===== config.mk =====
export PLATFORM = sky130hd
export DESIGN_NAME = mem_sram_ctrl
export DESIGN_NICKNAME = d
export VERILOG_FILES = /design/src/rtl/mem_sram_ctrl.sv
export SDC_FILE = /design/constraint.sdc
export NUM_CORES = 1
export LEC_CHECK = 0
export CAP_MARGIN = 40
export CORE_UTILIZATION = 47
export CTS_CLUSTER_SIZE = 10
export DETAILED_ROUTE_END_ITERATION = 12
export GPL_ROUTABILITY_DRIVEN = 0
export PLACE_DENSITY = 0.95
export SLEW_MARGIN = 20
export SYNTH_ARGS = -nofsm -noshare
export SYNTH_HDL_FRONTEND = slang
export SYNTH_SLANG_ARGS = --single-unit

===== constraint.sdc =====
create_clock -name clk_50M -period 2.75 [get_ports clk_50M]
set_input_delay 0.55 -clock clk_50M [delete_from_list [all_inputs] [get_ports clk_50M]]
set_output_delay 0.55 -clock clk_50M [all_outputs]
set_load 0.1 [all_outputs]

===== src/rtl/mem_sram_ctrl.sv =====
// mem_sram_ctrl: data-side memory controller between the CPU MEM stage and a
// single 32-bit asynchronous SRAM bank. Each load/store becomes a timed SRAM
// access with lane selection on stores and sign/zero extension on loads.
// mem_stall holds the CPU until the access reaches DONE.

module mem_sram_ctrl #(
    parameter int READ_WAIT  = 2,   // cycles oe_n is held low before sampling (>=1)
    parameter int WRITE_WAIT = 2,   // cycles we_n is held low (>=1)
    parameter int SRAM_AW    = 20   // SRAM word-address width
) (
    input  logic               clk_50M,
    input  logic               rst_n,
    input  logic [31:0]        mem_addr,
    input  logic [31:0]        mem_wdata,
    input  logic [4:0]         mem_ctrl_signal,
    output logic [31:0]        mem_rdata,
    output logic               mem_stall,
    output logic [SRAM_AW-1:0] sram_addr,
    output logic [31:0]        sram_dq_o,
    input  logic [31:0]        sram_dq_i,
    output logic               sram_dq_oe,
    output logic               sram_ce_n,
    output logic               sram_oe_n,
    output logic               sram_we_n,
    output logic [3:0]         sram_be_n
);

    localparam int MAX_WAIT = (READ_WAIT > WRITE_WAIT) ? READ_WAIT : WRITE_WAIT;
    localparam int CNT_W    = (MAX_WAIT > 1) ? $clog2(MAX_WAIT) : 1;

    localparam logic [CNT_W-1:0] RD_LAST = CNT_W'(READ_WAIT - 1);
    localparam logic [CNT_W-1:0] WR_LAST = CNT_W'(WRITE_WAIT - 1);

    localparam logic [1:0] SZ_BYTE = 2'b00;
    localparam logic [1:0] SZ_HALF = 2'b01;

    typedef enum logic [2:0] {
        S_IDLE,
        S_RD,
        S_WR_SETUP,
        S_WR_PULSE,
        S_WR_HOLD,
        S_DONE
    } state_t;

    state_t             r_state;
    logic [CNT_W-1:0]   r_cnt;
    logic [1:0]         r_size;
    logic [1:0]         r_lane;
    logic               r_signed;

    logic [31:0]        r_rdata;
    logic [SRAM_AW-1:0] r_addr;
    logic [31:0]        r_dq_o;
    logic               r_dq_oe;
    logic               r_ce_n;
    logic               r_oe_n;
    logic               r_we_n;
    logic [3:0]         r_be_n;

    logic               w_req;
    logic               w_is_write;
    logic [1:0]         w_size;
    logic [1:0]         w_lane;
    logic [3:0]         w_wr_be_n;
    logic [31:0]        w_wr_data;
    logic [7:0]         w_rd_byte;
    logic [15:0]        w_rd_half;
    logic [31:0]        w_rd_ext;
    logic               w_unused_addr;

    assign w_req      = mem_ctrl_signal[0] | mem_ctrl_signal[1];
    assign w_is_write = mem_ctrl_signal[1];          // write wins if both set
    assign w_size     = mem_ctrl_signal[4:3];
    assign w_lane     = mem_addr[1:0];

    // Address bits above the SRAM word range have no meaning for this bank.
    assign w_unused_addr = ^mem_addr[31:SRAM_AW+2];

    // Stall is combinational so it rises in the very cycle a request appears;
    // it is forced low while reset is asserted.
    assign mem_stall = rst_n & w_req & (r_state != S_DONE);

    // Store lane enables and replicated store data for the incoming request.
    // NOTE: every always_comb output gets a default first so no latch is inferred.
    always_comb begin
        w_wr_be_n = 4'h0;
        w_wr_data = mem_wdata;
        case (w_size)
            SZ_BYTE: begin
                w_wr_be_n = ~(4'b0001 << w_lane);
                w_wr_data = {4{mem_wdata[7:0]}};
            end
            SZ_HALF: begin
                w_wr_be_n = w_lane[1] ? 4'b0011 : 4'b1100;
                w_wr_data = {2{mem_wdata[15:0]}};
            end
            default: begin
                w_wr_be_n = 4'h0;
                w_wr_data = mem_wdata;
            end
        endcase
    end

    // Load lane selection and extension from the pad data, using latched size/lane.
    always_comb begin
        w_rd_byte = sram_dq_i[{r_lane, 3'b000} +: 8];
        w_rd_half = r_lane[1] ? sram_dq_i[31:16] : sram_dq_i[15:0];
        w_rd_ext  = sram_dq_i;
        case (r_size)
            SZ_BYTE: w_rd_ext = r_signed ? {{24{w_rd_byte[7]}}, w_rd_byte}
                                         : {24'h0, w_rd_byte};
            SZ_HALF: w_rd_ext = r_signed ? {{16{w_rd_half[15]}}, w_rd_half}
                                         : {16'h0, w_rd_half};
            default: w_rd_ext = sram_dq_i;
        endcase
    end

    // Access sequencer: state, wait counter, latched request and registered strobes.
    // NOTE: sequential state uses non-blocking assignments so all registers update together.
    always_ff @(posedge clk_50M or negedge rst_n) begin
        if (!rst_n) begin
            r_state  <= S_IDLE;
            r_cnt    <= '0;
            r_size   <= 2'b00;
            r_lane   <= 2'b00;
            r_signed <= 1'b0;
            r_rdata  <= 32'h0;
            r_addr   <= '0;
            r_dq_o   <= 32'h0;
            r_dq_oe  <= 1'b0;
            r_ce_n   <= 1'b1;
            r_oe_n   <= 1'b1;
            r_we_n   <= 1'b1;
            r_be_n   <= 4'hF;
        end else begin
            case (r_state)
                S_IDLE: begin
                    if (w_req) begin
                        r_addr   <= mem_addr[SRAM_AW+1:2];
                        r_size   <= w_size;
                        r_lane   <= w_lane;
                        r_signed <= mem_ctrl_signal[2];
                        r_cnt    <= '0;
                        r_ce_n   <= 1'b0;
                        if (w_is_write) begin
                            r_dq_oe <= 1'b1;
                            r_be_n  <= w_wr_be_n;
                            r_dq_o  <= w_wr_data;
                            r_state <= S_WR_SETUP;
                        end else begin
                            r_oe_n  <= 1'b0;
                            r_be_n  <= 4'h0;
                            r_state <= S_RD;
                        end
                    end
                end
                S_RD: begin
                    if (r_cnt == RD_LAST) begin
                        r_rdata <= w_rd_ext;
                        r_ce_n  <= 1'b1;
                        r_oe_n  <= 1'b1;
                        r_be_n  <= 4'hF;
                        r_state <= S_DONE;
                    end else begin
                        r_cnt <= r_cnt + CNT_W'(1);
                    end
                end
                S_WR_SETUP: begin
                    r_we_n  <= 1'b0;
                    r_cnt   <= '0;
                    r_state <= S_WR_PULSE;
                end
                S_WR_PULSE: begin
                    if (r_cnt == WR_LAST) begin
                        r_we_n  <= 1'b1;
                        r_state <= S_WR_HOLD;
                    end else begin
                        r_cnt <= r_cnt + CNT_W'(1);
                    end
                end
                S_WR_HOLD: begin
                    r_ce_n  <= 1'b1;
                    r_dq_oe <= 1'b0;
                    r_be_n  <= 4'hF;
                    r_state <= S_DONE;
                end
                S_DONE: begin
                    r_state <= S_IDLE;
                end
                default: begin
                    r_state <= S_IDLE;
                end
            endcase
        end
    end

    assign mem_rdata  = r_rdata;
    assign sram_addr  = r_addr;
    assign sram_dq_o  = r_dq_o;
    assign sram_dq_oe = r_dq_oe;
    assign sram_ce_n  = r_ce_n;
    assign sram_oe_n  = r_oe_n;
    assign sram_we_n  = r_we_n;
    assign sram_be_n  = r_be_n;

endmodule


==> results.yml <==
worst_setup_path:
  r2r_end: "mem_rdata[9]"
  rr_worst_depth: 5
  worstPathMaxFanout: 4
  worstSetupEndpointType: "primary output"
  cp.arrival_ns: 1.67
  r2r_setup_slack_ns: 0.74
  path_class: "input pin to primary output"
  timing.rr.start: "r_state[1]"
  start_kind: "input pin"
  worst_ep_required_time_ns: 2.20
timing:
  fin_setup_tns_ns: 0
  hold_viol: 0
  maxSlewHeadroom: 0.514
  final_max_slew_viol_count: 0
  fmax_ghz: 0.451
  finalSetupViolCount: 0
  tightestPinTransition_ns: 0.729
  finalCritPeriodShare: 0.807
  fin_crit_ns: 2.22
  rsz0062_at_grt: "false"
  fin_skew_ns: 0.0117
layout:
  multi_input_area_um2: 2140
  fillers: 739
  area_growth_pct: 39.0
  instances_no_fill: 778
  nets: 743
  n_antenna_cell: 0
  seqCellArea_um2: 2540
  drive_above_1_share: 0.257
global_routing:
  grt_util_met3: 0.0664
  grt.busiest_layer: "met2"
  grt_pass1_wl_um: 22000
  met1_usage: 0.296
  gr-usage-met2: 0.438
  antenna_found_initial: 0
  grt_overflow: 0
  grt_usage: 0.254
  first_global_vias: 4469
  grt_max_degree: 58
route:
  via_per_inst: 5.52
  drtAntennaViolNets: 0
  drtIter0Drc: 183
  drt_wl_total_um: 13500
  wl_per_cell_um: 17.3
  drt-pass1-iter-count: 5
  num_vias: 4291
  drc: 0
synthesis:
  synth.most_common_cell: "dfrtp_1"
  synth_warnings: 0
  synth_edf_count: 0
  synth_area_leaders: "dfrtp_1 (48%), mux2i_1 (7.0%), nand2_1 (5.5%)"
  ys_seq_area_frac: 0.519
  synth_adder_area_share: 0
  yosysTopAreaCellShare: 0.481
  synth-async-reset-ratio: 1.00
  ys_ff_latch: 101
  ys_top_cells_by_count: "dfrtp_1 (94), nand2_1 (72), a21oi_1 (51)"
  yosysTopAreaCell: "dfrtp_1"
  synth-xor-area-share: 0
  synth.cell_area_um2: 4890
  synth_cell_type_count: 44
  synth.area.mux_share: 0.166
  synth_top_family_by_area: "multiplexers"
  yosys.area_share.simple: 0.143
  syn_area_per_cell_um2: 10.5
  syn_inst: 464
  ys.flop_type: "dfrtp_1"
  synth_compound_area_frac: 0.126
  syn_nets: 567
floorplanning:
  start_util: 0.493
  pin_count: 196
  rows: 36
  core_area_um2: 9910
  fp.dieH_um: 104
  die-area_um2: 10800
  die_w_um: 104
clock_tree:
  clk_pin_slew_ns: 0.09
  clock-sinks: 101
  cts_resized: 0
  clockBufferDepth: 2
  cts_setup_buffers: 0
  clk_latency_ns: 0.36
  htreeDepth: 3
  root_buffer: "clkbuf_8"
  cts_tree: "built"
  hold_buffers: 0
  numCtsBuffers: 9
outcome:
  outcome: "completed"
placed_design:
  dpl.hpwl_um: 9950
  place_inst: 762
  port_buffers: 185
min_path:
  hp-class: "input pin to async pin"
job:
  max_cap_violations: 0
[layer usage]
layer | wire, um | vias to the layer above | share of wire
li1 | - | 1971 | -
met1 | 5230 | 2085 | 0.39
met2 | 6850 | 206 | 0.51
met3 | 1020 | 29 | 0.076
met4 | 376 | 0 | 0.028
met5 | 0 | - | 0
[metrics by stage]
stage               hold WS (ns)  setup WS [ns]   util  instance area [um^2]
finish                     0.265          0.531  0.686                  6800
global route               0.319          0.465  0.686                  6800
CTS                        0.283          0.524  0.686                  6800
detailed placement         0.468          0.446  0.664                  6580
global placement           0.463          0.534  0.663                  6570
floorplan                  0.254          0.277      -                  4890
[kinds of logic after synthesis]
family,count (synthesis)
buffers and inverters,36
multiplexers,69
AND/OR/NAND/NOR,150
flip-flops,101
AO/OA/AOI/OAI,108
[how the worst max path moves through the flow]
stage	from	endpoint	slack [ns]	cells past startpoint
2_1_floorplan	mem_ctrl_signal[1]	mem_stall	0.28	3
3_3_place_gp	mem_ctrl_signal[0]	mem_stall	0.53	4
3_5_place_dp	sram_dq_i[15]	mem_rdata[29]	0.45	5
4_1_cts	mem_ctrl_signal[0]	mem_stall	0.52	4
5_1_grt	mem_ctrl_signal[0]	mem_stall	0.47	4
6_report	mem_ctrl_signal[0]	mem_stall	0.53	4
[state kept, by name (all words and copies together), names as in the netlist]
register,cells
sram_dq_o,32
sram_oe_n,1
sram_we_n,1
sram_dq_oe,1
r_cnt,1
sram_be_n,4
mem_rdata,32
r_size,2
sram_addr,20
sram_ce_n,1
r_state,3
r_signed,1
r_lane,2
[cell usage in the layout, fill, tap and decap left out, types with 2 or more instances in the layout]
cell	count
a31oi_1	2
clkbuf_8	10
mux2_1	7
buf_4	105
and3_1	8
dfstp_2	7
nand2b_1	5
mux2_2	21
clkbuf_1	4
dfrtp_1	94
o211ai_1	7
mux4_2	7
nor2b_1	6
nand2_2	2
nand3_1	15
bufinv_16	2
o21ai_0	36
inv_1	3
mux2i_1	34
clkdlybuf4s50_1	91
a21oi_1	51
nor2_1	32
nand2_1	72
[critical path, cell delays in order]
cell and delay (ns):
clkdlybuf4s50_1 0.57, o21ai_0 0.13, a31oi_2 0.21, buf_12 0.20
[layout make-up]
type                            count  share of cell area
Tap cell                          133              0.0245
Multi-Input combinational cell    327               0.314
Sequential cell                   101               0.373
Clock inverter                      2             0.00884
Inverter                            3             0.00166
Timing Repair Buffer              198               0.255
Clock buffer                       14              0.0225
Power is not shown: default switching activity piles up to over one toggle a cycle in this logic, so the estimate is an artifact.
